## src/rtl/mem_arb_pkg.sv

```systemverilog
// rtl/mem_arb_pkg.sv - shared types and constants for the IF/MEM bus arbiter
//
// Holds the arbiter FSM state encoding, the owner encoding used by the
// capture latch and the winner selector, and the default bus widths.
// Optional feature macro: MEM_ARB_RR_EN (round-robin tie breaking).

package mem_arb_pkg;

   localparam int BUS_AW = 32;
   localparam int BUS_DW = 32;
   localparam int BUS_SW = 4;

   typedef enum logic [1:0] {
      S_IDLE = 2'd0,
      S_ADDR = 2'd1,
      S_WAIT = 2'd2
   } state_t;

   localparam logic OWN_INST = 1'b0;
   localparam logic OWN_DATA = 1'b1;

endpackage

```

## src/rtl/mem_arb_pick.sv

```systemverilog
// rtl/mem_arb_pick.sv - combinational winner selection for mem_arb
//
// Ports:
//   inst_req, data_req : pending requests from fetch and MEM stage
//   last_owner         : owner of the previous capture (MEM_ARB_RR_EN only)
//   any_req            : at least one request is pending
//   winner             : owner encoding of the requester to capture
// Macro MEM_ARB_RR_EN: ties go to whoever did not own the last capture;
// otherwise the data requester always wins a tie.

module mem_arb_pick
   import mem_arb_pkg::*;
(
   input  logic inst_req,
   input  logic data_req,
`ifdef MEM_ARB_RR_EN
   input  logic last_owner,
`endif
   output logic any_req,
   output logic winner
);

   always_comb begin
      any_req = inst_req | data_req;
      winner  = OWN_DATA;
`ifdef MEM_ARB_RR_EN
      if (inst_req && data_req)
         winner = (last_owner == OWN_DATA) ? OWN_INST : OWN_DATA;
      else if (inst_req)
         winner = OWN_INST;
`else
      if (inst_req && !data_req)
         winner = OWN_INST;
`endif
   end

endmodule

```

## src/rtl/mem_arb.sv

```systemverilog
// rtl/mem_arb.sv - two-to-one fetch/data arbiter for the shared SRAM-like bus
//
// Ports:
//   clk, rst                         : clock, synchronous active-high reset
//   inst_req/addr -> inst_gnt/rvalid/rdata : fetch requester
//   data_req/wen/addr/wdata -> data_gnt/rvalid/rdata : load/store requester
//   bus_req/wr/wstrb/addr/wdata, bus_addr_ok/data_ok/rdata : memory bus
//   stallreq                         : stall request to pipeline controller
// Macro MEM_ARB_RR_EN: round-robin tie breaking with a last-owner register.

module mem_arb
   import mem_arb_pkg::*;
#(
   parameter int AW = BUS_AW,
   parameter int DW = BUS_DW
) (
   input  logic          clk,
   input  logic          rst,
   input  logic          inst_req,
   input  logic [AW-1:0] inst_addr,
   output logic          inst_gnt,
   output logic          inst_rvalid,
   output logic [DW-1:0] inst_rdata,
   input  logic          data_req,
   input  logic [3:0]    data_wen,
   input  logic [AW-1:0] data_addr,
   input  logic [DW-1:0] data_wdata,
   output logic          data_gnt,
   output logic          data_rvalid,
   output logic [DW-1:0] data_rdata,
   output logic          bus_req,
   output logic          bus_wr,
   output logic [3:0]    bus_wstrb,
   output logic [AW-1:0] bus_addr,
   output logic [DW-1:0] bus_wdata,
   input  logic          bus_addr_ok,
   input  logic          bus_data_ok,
   input  logic [DW-1:0] bus_rdata,
   output logic          stallreq
);

   state_t          state, state_nxt;
   logic            owner;
   logic [AW-1:0]   addr_q;
   logic [3:0]      wstrb_q;
   logic [DW-1:0]   wdata_q;
   logic [DW-1:0]   inst_rdata_q, data_rdata_q;
   logic            any_req, winner, done, capture;

   // A response completing in WAIT frees the slot in the same cycle, so the
   // next request is captured without passing through IDLE.
   assign done    = (state == S_WAIT) && bus_data_ok;
   assign capture = !rst && any_req && ((state == S_IDLE) || done);

`ifdef MEM_ARB_RR_EN
   logic last_owner;

   always_ff @(posedge clk) begin
      if (rst)
         last_owner <= OWN_INST;
      else if (capture)
         last_owner <= winner;
   end
`endif

   mem_arb_pick u_pick (
      .inst_req   (inst_req),
      .data_req   (data_req),
`ifdef MEM_ARB_RR_EN
      .last_owner (last_owner),
`endif
      .any_req    (any_req),
      .winner     (winner)
   );

   always_ff @(posedge clk) begin
      if (rst)
         state <= S_IDLE;
      else
         state <= state_nxt;
   end

   always_comb begin
      state_nxt = state;
      case (state)
         S_IDLE:  if (any_req) state_nxt = S_ADDR;
         S_ADDR:  if (bus_addr_ok) state_nxt = S_WAIT;
         S_WAIT:  if (bus_data_ok) state_nxt = any_req ? S_ADDR : S_IDLE;
         default: state_nxt = S_IDLE;
      endcase
   end

   always_comb begin
      bus_req     = 1'b0;
      inst_gnt    = 1'b0;
      data_gnt    = 1'b0;
      inst_rvalid = 1'b0;
      data_rvalid = 1'b0;
      if (!rst) begin
         bus_req     = (state == S_ADDR);
         inst_gnt    = capture && (winner == OWN_INST);
         data_gnt    = capture && (winner == OWN_DATA);
         inst_rvalid = done && (owner == OWN_INST);
         data_rvalid = done && (owner == OWN_DATA);
      end
   end

   // Request latch: the bus sees only this copy, so requesters may change
   // their inputs freely once granted.
   always_ff @(posedge clk) begin
      if (rst) begin
         owner   <= OWN_INST;
         addr_q  <= '0;
         wstrb_q <= '0;
         wdata_q <= '0;
      end else if (capture) begin
         owner <= winner;
         if (winner == OWN_DATA) begin
            addr_q  <= data_addr;
            wstrb_q <= data_wen;
            wdata_q <= data_wdata;
         end else begin
            addr_q  <= inst_addr;
            wstrb_q <= '0;
            wdata_q <= '0;
         end
      end
   end

   always_ff @(posedge clk) begin
      if (rst) begin
         inst_rdata_q <= '0;
         data_rdata_q <= '0;
      end else begin
         if (inst_rvalid) inst_rdata_q <= bus_rdata;
         if (data_rvalid) data_rdata_q <= bus_rdata;
      end
   end

   // Response data passes straight through in the pulse cycle and the
   // register keeps it visible afterwards.
   assign inst_rdata = inst_rvalid ? bus_rdata : inst_rdata_q;
   assign data_rdata = data_rvalid ? bus_rdata : data_rdata_q;

   assign bus_addr  = addr_q;
   assign bus_wstrb = wstrb_q;
   assign bus_wdata = wdata_q;
   assign bus_wr    = |wstrb_q;

   assign stallreq = (inst_req & ~inst_gnt) | (data_req & ~data_gnt) |
                     ((state != S_IDLE) & ~bus_data_ok & ~rst);

endmodule

```

## config.mk

```make
export PLATFORM = sky130hd
export DESIGN_NAME = mem_arb
export DESIGN_NICKNAME = d
export VERILOG_FILES = /design/src/rtl/mem_arb_pkg.sv /design/src/rtl/mem_arb_pick.sv /design/src/rtl/mem_arb.sv
export SDC_FILE = /design/constraint.sdc
export NUM_CORES = 1
export LEC_CHECK = 0
export BUFFER_PORTS_ARGS = -buffer_cell sky130_fd_sc_hd__buf_2
export CAP_MARGIN = 40
export CORE_MARGIN = 1
export CORE_UTILIZATION = 40
export DETAILED_ROUTE_END_ITERATION = 12
export PLACE_DENSITY_LB_ADDON = 0.3
export SETUP_SLACK_MARGIN = 0.05
export SYNTH_ARGS = -nofsm -noshare
export SYNTH_HDL_FRONTEND = slang
export SYNTH_HIERARCHICAL = 1
export SYNTH_SLANG_ARGS = --single-unit
```

## constraint.sdc

```tcl
create_clock -name clk -period 4.28 [get_ports clk]
set_input_delay 0.856 -clock clk [delete_from_list [all_inputs] [get_ports clk]]
set_output_delay 0.856 -clock clk [all_outputs]
set_load 0.05 [all_outputs]
```

# Yosys cells after proc, flatten, opt, wreduce, memory -nomap -nowiden
# Index checks and enable logic that the tools add are counted.
# op_classes
div_mod_pow	0
shifts	0
n_reduce_logical	15
bitwise	12
n_addsub	0
n_mux	16
eq_ne	5
magnitude_cmp	0
n_mul	0
# op_table
cell	count
32-bit two-way mux	4
1-bit logical AND	8
1-bit two-way mux	7
2-bit two-way mux	3
2-bit inequality test, second input constant	3
2-bit case mux with 3 select lines	1
1-bit NOT	5
1-bit AND	4
4-bit two-way mux	1
4-bit OR reduction	1
1-bit bitwise OR	3
3-bit AND reduction	1
2-bit by 1-bit == test with 1-bit output, second input constant	1
2-bit == test, second input constant	1
1-bit zero test	2
2-bit zero test	1
2-bit nonzero test	1
1-bit logical OR	1
# word_totals
ff_bits	135
inputBits	138
output_inout_bits	139
romBits	0
n_memories	0
latch_bits	0
ramBits	0

# Depth between registers and ports, before layout
# depth
word_depth	10
depth_mapped	6
ltp_nobuf	4

# Cells and area by module
# The synthesis kept the hierarchy.
# modules_own_cells
module	cells_each	seq_area_each_um2	instances	area_per_inst_um2
mem_arb	707	2702.6	1	5811.8
mem_arb_pick	2	0.0	1	12.5

# Least setup slack after synthesis
# OpenSTA, ideal clock, no wires.
# synth_timing
path_kind	input to output
from	in data_req
to	out stallreq
cell_stages	5
path_buffers	1
arrival_time_ps	2717
setup_slack_ps	707
cell_sequence	or2_1 -> or3b_4 -> buf_6 -> nor4_1 -> o31ai_1
# synth_between
elab_chain_len	9
word_cells_on_any_way	16
cone_classes	3 x mux; 7 x bitwise; 6 x reduce/logical
# synth_rtl
element	line	source
start: declaration	mem_arb.sv:24	input logic data_req,
1-bit bitwise OR or 1-bit zero test (tied branches)	mem_arb_pick.sv:24, mem_arb_pick.sv:32	
1-bit logical AND, on equally long branches	mem_arb.sv:53, mem_arb_pick.sv:32	
1-bit logical AND or 1-bit two-way mux (tied branches)	mem_arb.sv:53, mem_arb_pick.sv:32	
1-bit logical AND, on equally long branches	mem_arb.sv:101, mem_arb.sv:102	
1-bit two-way mux	mem_arb.sv:99	if (!rst) begin
1-bit NOT	mem_arb.sv:150	assign stallreq = (inst_req & ~inst_gnt) | (data_req & ~data_gnt) |
1-bit AND	mem_arb.sv:150	
1-bit bitwise OR (*) (2 in a row)	mem_arb.sv:150	
end: declaration	mem_arb.sv:39	output logic stallreq
# Mark *: on every way between the ends. The rest lies on a longest branch, timed or not.

# Worst setup path in the final report
# layout_timing
from	in inst_req
to	out inst_gnt
# layout_between
elab_chain_len	5
word_cells_on_any_way	6
cone_classes	1 x mux; 1 x bitwise; 4 x reduce/logical
# layout_rtl
element	line	source
start: declaration	mem_arb.sv:19	input logic inst_req,
1-bit bitwise OR	mem_arb_pick.sv:24	any_req = inst_req | data_req;
named net any_req	mem_arb.sv:48	logic any_req, winner, done, capture;
1-bit logical AND (2 in a row)	mem_arb.sv:53	assign capture = !rst && any_req && ((state == S_IDLE) || done);
1-bit logical AND	mem_arb.sv:101	inst_gnt = capture && (winner == OWN_INST);
1-bit two-way mux	mem_arb.sv:99	
end: declaration	mem_arb.sv:21	output logic inst_gnt,
# The timed path passes the listed nets, and every way through them passes these cells.

==> flow_summary_export.csv <==
group,metric,value,unit
status,outcome,"completed",
place,hpwl,11500,µm
clock_network,postCtsResizedCells,0,
clock_network,hold_buffers,0,
sta,fin_crit,3140,ps
worst_setup_path,critical-path-top-delay-family,"simple AND/OR/NAND/NOR gates",
yosys,synth-main-ff-cell,"dfxtp_1",
final_layout,nets,1076,
clock_network,clk_pin_slew_worst_paths,60,ps
yosys,syn_area,5820,µm²
place,gp_congestion,0.826,
die,die_h,123,µm
worst_setup_path,crit_slowest_cell,"or3b_4",
pwr,irDropWorstVdd,0.250,mV
sta,layout_setup_ws,1140,ps
yosys,syn_nets,847,
yosys,synth_warnings,6,
global_routing,grt_max_degree,79,
worst_setup_path,r2r_cells,5,
clock_network,cts-root-buf,"clkbuf_16",
die,num_rows,43,
detailed_routing,via_per_inst,5.37,
final_layout,area.growth.synth_to_final,33.7,%
die,ioPinCount,277,
global_routing,grt_overflow,0,
yosys,synth_top_area_cell,"dfxtp_1",
worst_setup_path,r2r-end,"bus_addr[8]",
sta,finalHoldViolCount,0,
global_routing,grt_pass1_wl,26200,µm
global_routing,track_usage,0.224,
clock_network,clockBufferDepth,2,
worst_setup_path,cp.arrival,2280,ps
worst_setup_path,r2r_start,"state[0]",
clock_network,cts_buffers,17,
clock_network,htreeDepth,4,
yosys,ys_async_sr_fraction,0,
worst_setup_path,cp_max_fo,39,
yosys,netlist_top_cells_count,"135 x a21oi_1, 135 x dfxtp_1, 84 x o21ai_0, 66 x nand2_1, 65 x nand3_1",
clock_network,cts_setup_buffers,0,
yosys,syn_area_per_cell,8.21,µm²
sta,finalSetupTns,0,ps
global_routing,antenna_found_initial,0,
sta,maxSlewViolCount,0,
die,dieWidth,123,µm
sta,relSlewSlack,0.425,
sta,setup_viol,0,
die,core,14000,µm²
clock_network,cts_tree,"built",
global_routing,first_global_vias,5244,
place,port_buffers,276,
yosys,synthTopCellsByArea,"dfxtp_1 46%, a21oi_1 12%, o21ai_0 7.2%",
yosys,yosysSeqAreaShare,0.464,
worst_setup_path,required,3420,ps
worst_setup_path,start_kind,"primary input",
clock_network,clock_sinks,135,
detailed_routing,drc,0,
sta,rsz0062_at_grt,"false",
place,dp_worst_setup_slack,1150,ps
worst_setup_path,path_buf_inv,3,
worst_setup_path,criticalPathCategory,"primary input to primary output",
sta,skew,10.1,ps
detailed_routing,drt_iter0_drc,517,
worst_setup_path,cp-end-kind,"primary output",
pwr,p_leak,3.90,nW
worst_setup_path,crit_chain,"buf_2 -> or2_1 -> or3b_4 -> buf_4 -> nor3_1 -> buf_2",
sta,fmax,0.319,GHz
yosys,syn_inst,709,
sta,period_share,0.733,
worst_setup_path,critical_path_depth,6,
sta,worst_pin_slew,863,ps
yosys,synth_edf_count,0,
detailed_routing,routed_wl,17500,µm
worst_hold_path,worst_hold_path.endpoint,"bus_wdata[1]",
flow_run,drv_cap,0,
detailed_routing,via_count,6075,
worst_hold_path,hold_class,"flip-flop to flip-flop",
worst_hold_path,min_path_cells,2,
worst_hold_path,min_from,"bus_wdata[1]",
sta,hold_slack,469,ps
final_layout,drive_above_1_share,0.344,
yosys,synth-seq-cells,135,
final_layout,n_antenna_cell,0,
detailed_routing,avgRoutedWirePerCell,15.5,µm
detailed_routing,ant_nets,0,
worst_setup_path,cpMostUsedCell,"buf_2",
die,start_util,0.415,
final_layout,postLayoutCoreUtil,0.555,
worst_setup_path,rrSetupSlack,2440,ps
yosys,synth_cell_types,33,
clock_network,clk_latency,410,ps
pwr,power_density,434,nW/µm²
detailed_routing,dr.pass1.iters,5,
die,die_area,15000,µm²
worst_setup_path,critPathMaxStageDelay,390,ps
yosys,synth_top_area_share,0.464,
## per-layer routing
metal | track usage | wire length, µm
met1 | 0.278 | 7570
met2 | 0.364 | 8600
met3 | 0.0609 | 1060
met4 | 0.0953 | 279
met5 | 0 | 0
## area by class of cell
cell class,instances,area (µm²)
well taps,180,225
clock inverters,12,151
fillers,1360,6250
flip-flops and latches,135,2700
repair buffers,288,1500
multi-input cells,493,2740
clock buffers,20,457
inverters,3,11.3
## registers in the layout (all words and copies together) (netlist names)
signal and flops:
bus_wstrb 4, data_rdata_q 32, inst_rdata_q 32, state 2, bus_wdata 32, bus_addr 32
owner 1
## worst register-to-register path, stage by stage, from the launching register on
cell and delay (ps):
dfxtp_1 410, or3b_4 440, buf_4 260, nor2_2 120
buf_4 320, a211oi_1 150
## placed cells by master (no fill, tap or decap), types with 11 or more instances in the layout
cell         n
o21ai_1     18
o21ai_0     84
nand2_1     66
buf_2      275
a211oi_1    32
nand3_1     65
a21oi_1    135
clkbuf_16   17
buf_4       11
dfxtp_1    134
mux2i_1     32
nand4_1     36
## power by group
group | switching, mW | internal [mW]
Clock | 0.538 | 0.945
Combinational | 0.397 | 0.160
Sequential | 0.0333 | 1.31
## stage by stage
| stage | instance area (µm²) | std cells | power (mW) |
|---|---|---|---|
| after floorplan | 5820 | 709 | 1.76 |
| after global placement | 7180 | 1099 | 1.92 |
| after detailed placement | 7180 | 1099 | 1.93 |
| after CTS | 7790 | 1131 | 3.42 |
| after global routing | 7790 | 1131 | 3.51 |
| final | 7790 | 1131 | 3.38 |
## cells by family after synthesis
group | count (synthesis) | share of synthesized area
buffers and inverters | 81 | 0.0677
and+or+nand+nor | 190 | 0.166
AOI/OAI and AO/OA | 271 | 0.247
muxes | 32 | 0.0550
DFF | 135 | 0.464
## worst max-delay path by stage
stage / start / to / slack (ps)
final: inst_req / inst_gnt / 1140
after global routing: inst_req / inst_gnt / 1100
after CTS: inst_req / inst_gnt / 1150
after detailed placement: inst_req / inst_gnt / 1150
after global placement: inst_req / inst_gnt / 1190
after floorplan: data_req / stallreq / 710
(Power assumes the default switching activity.)
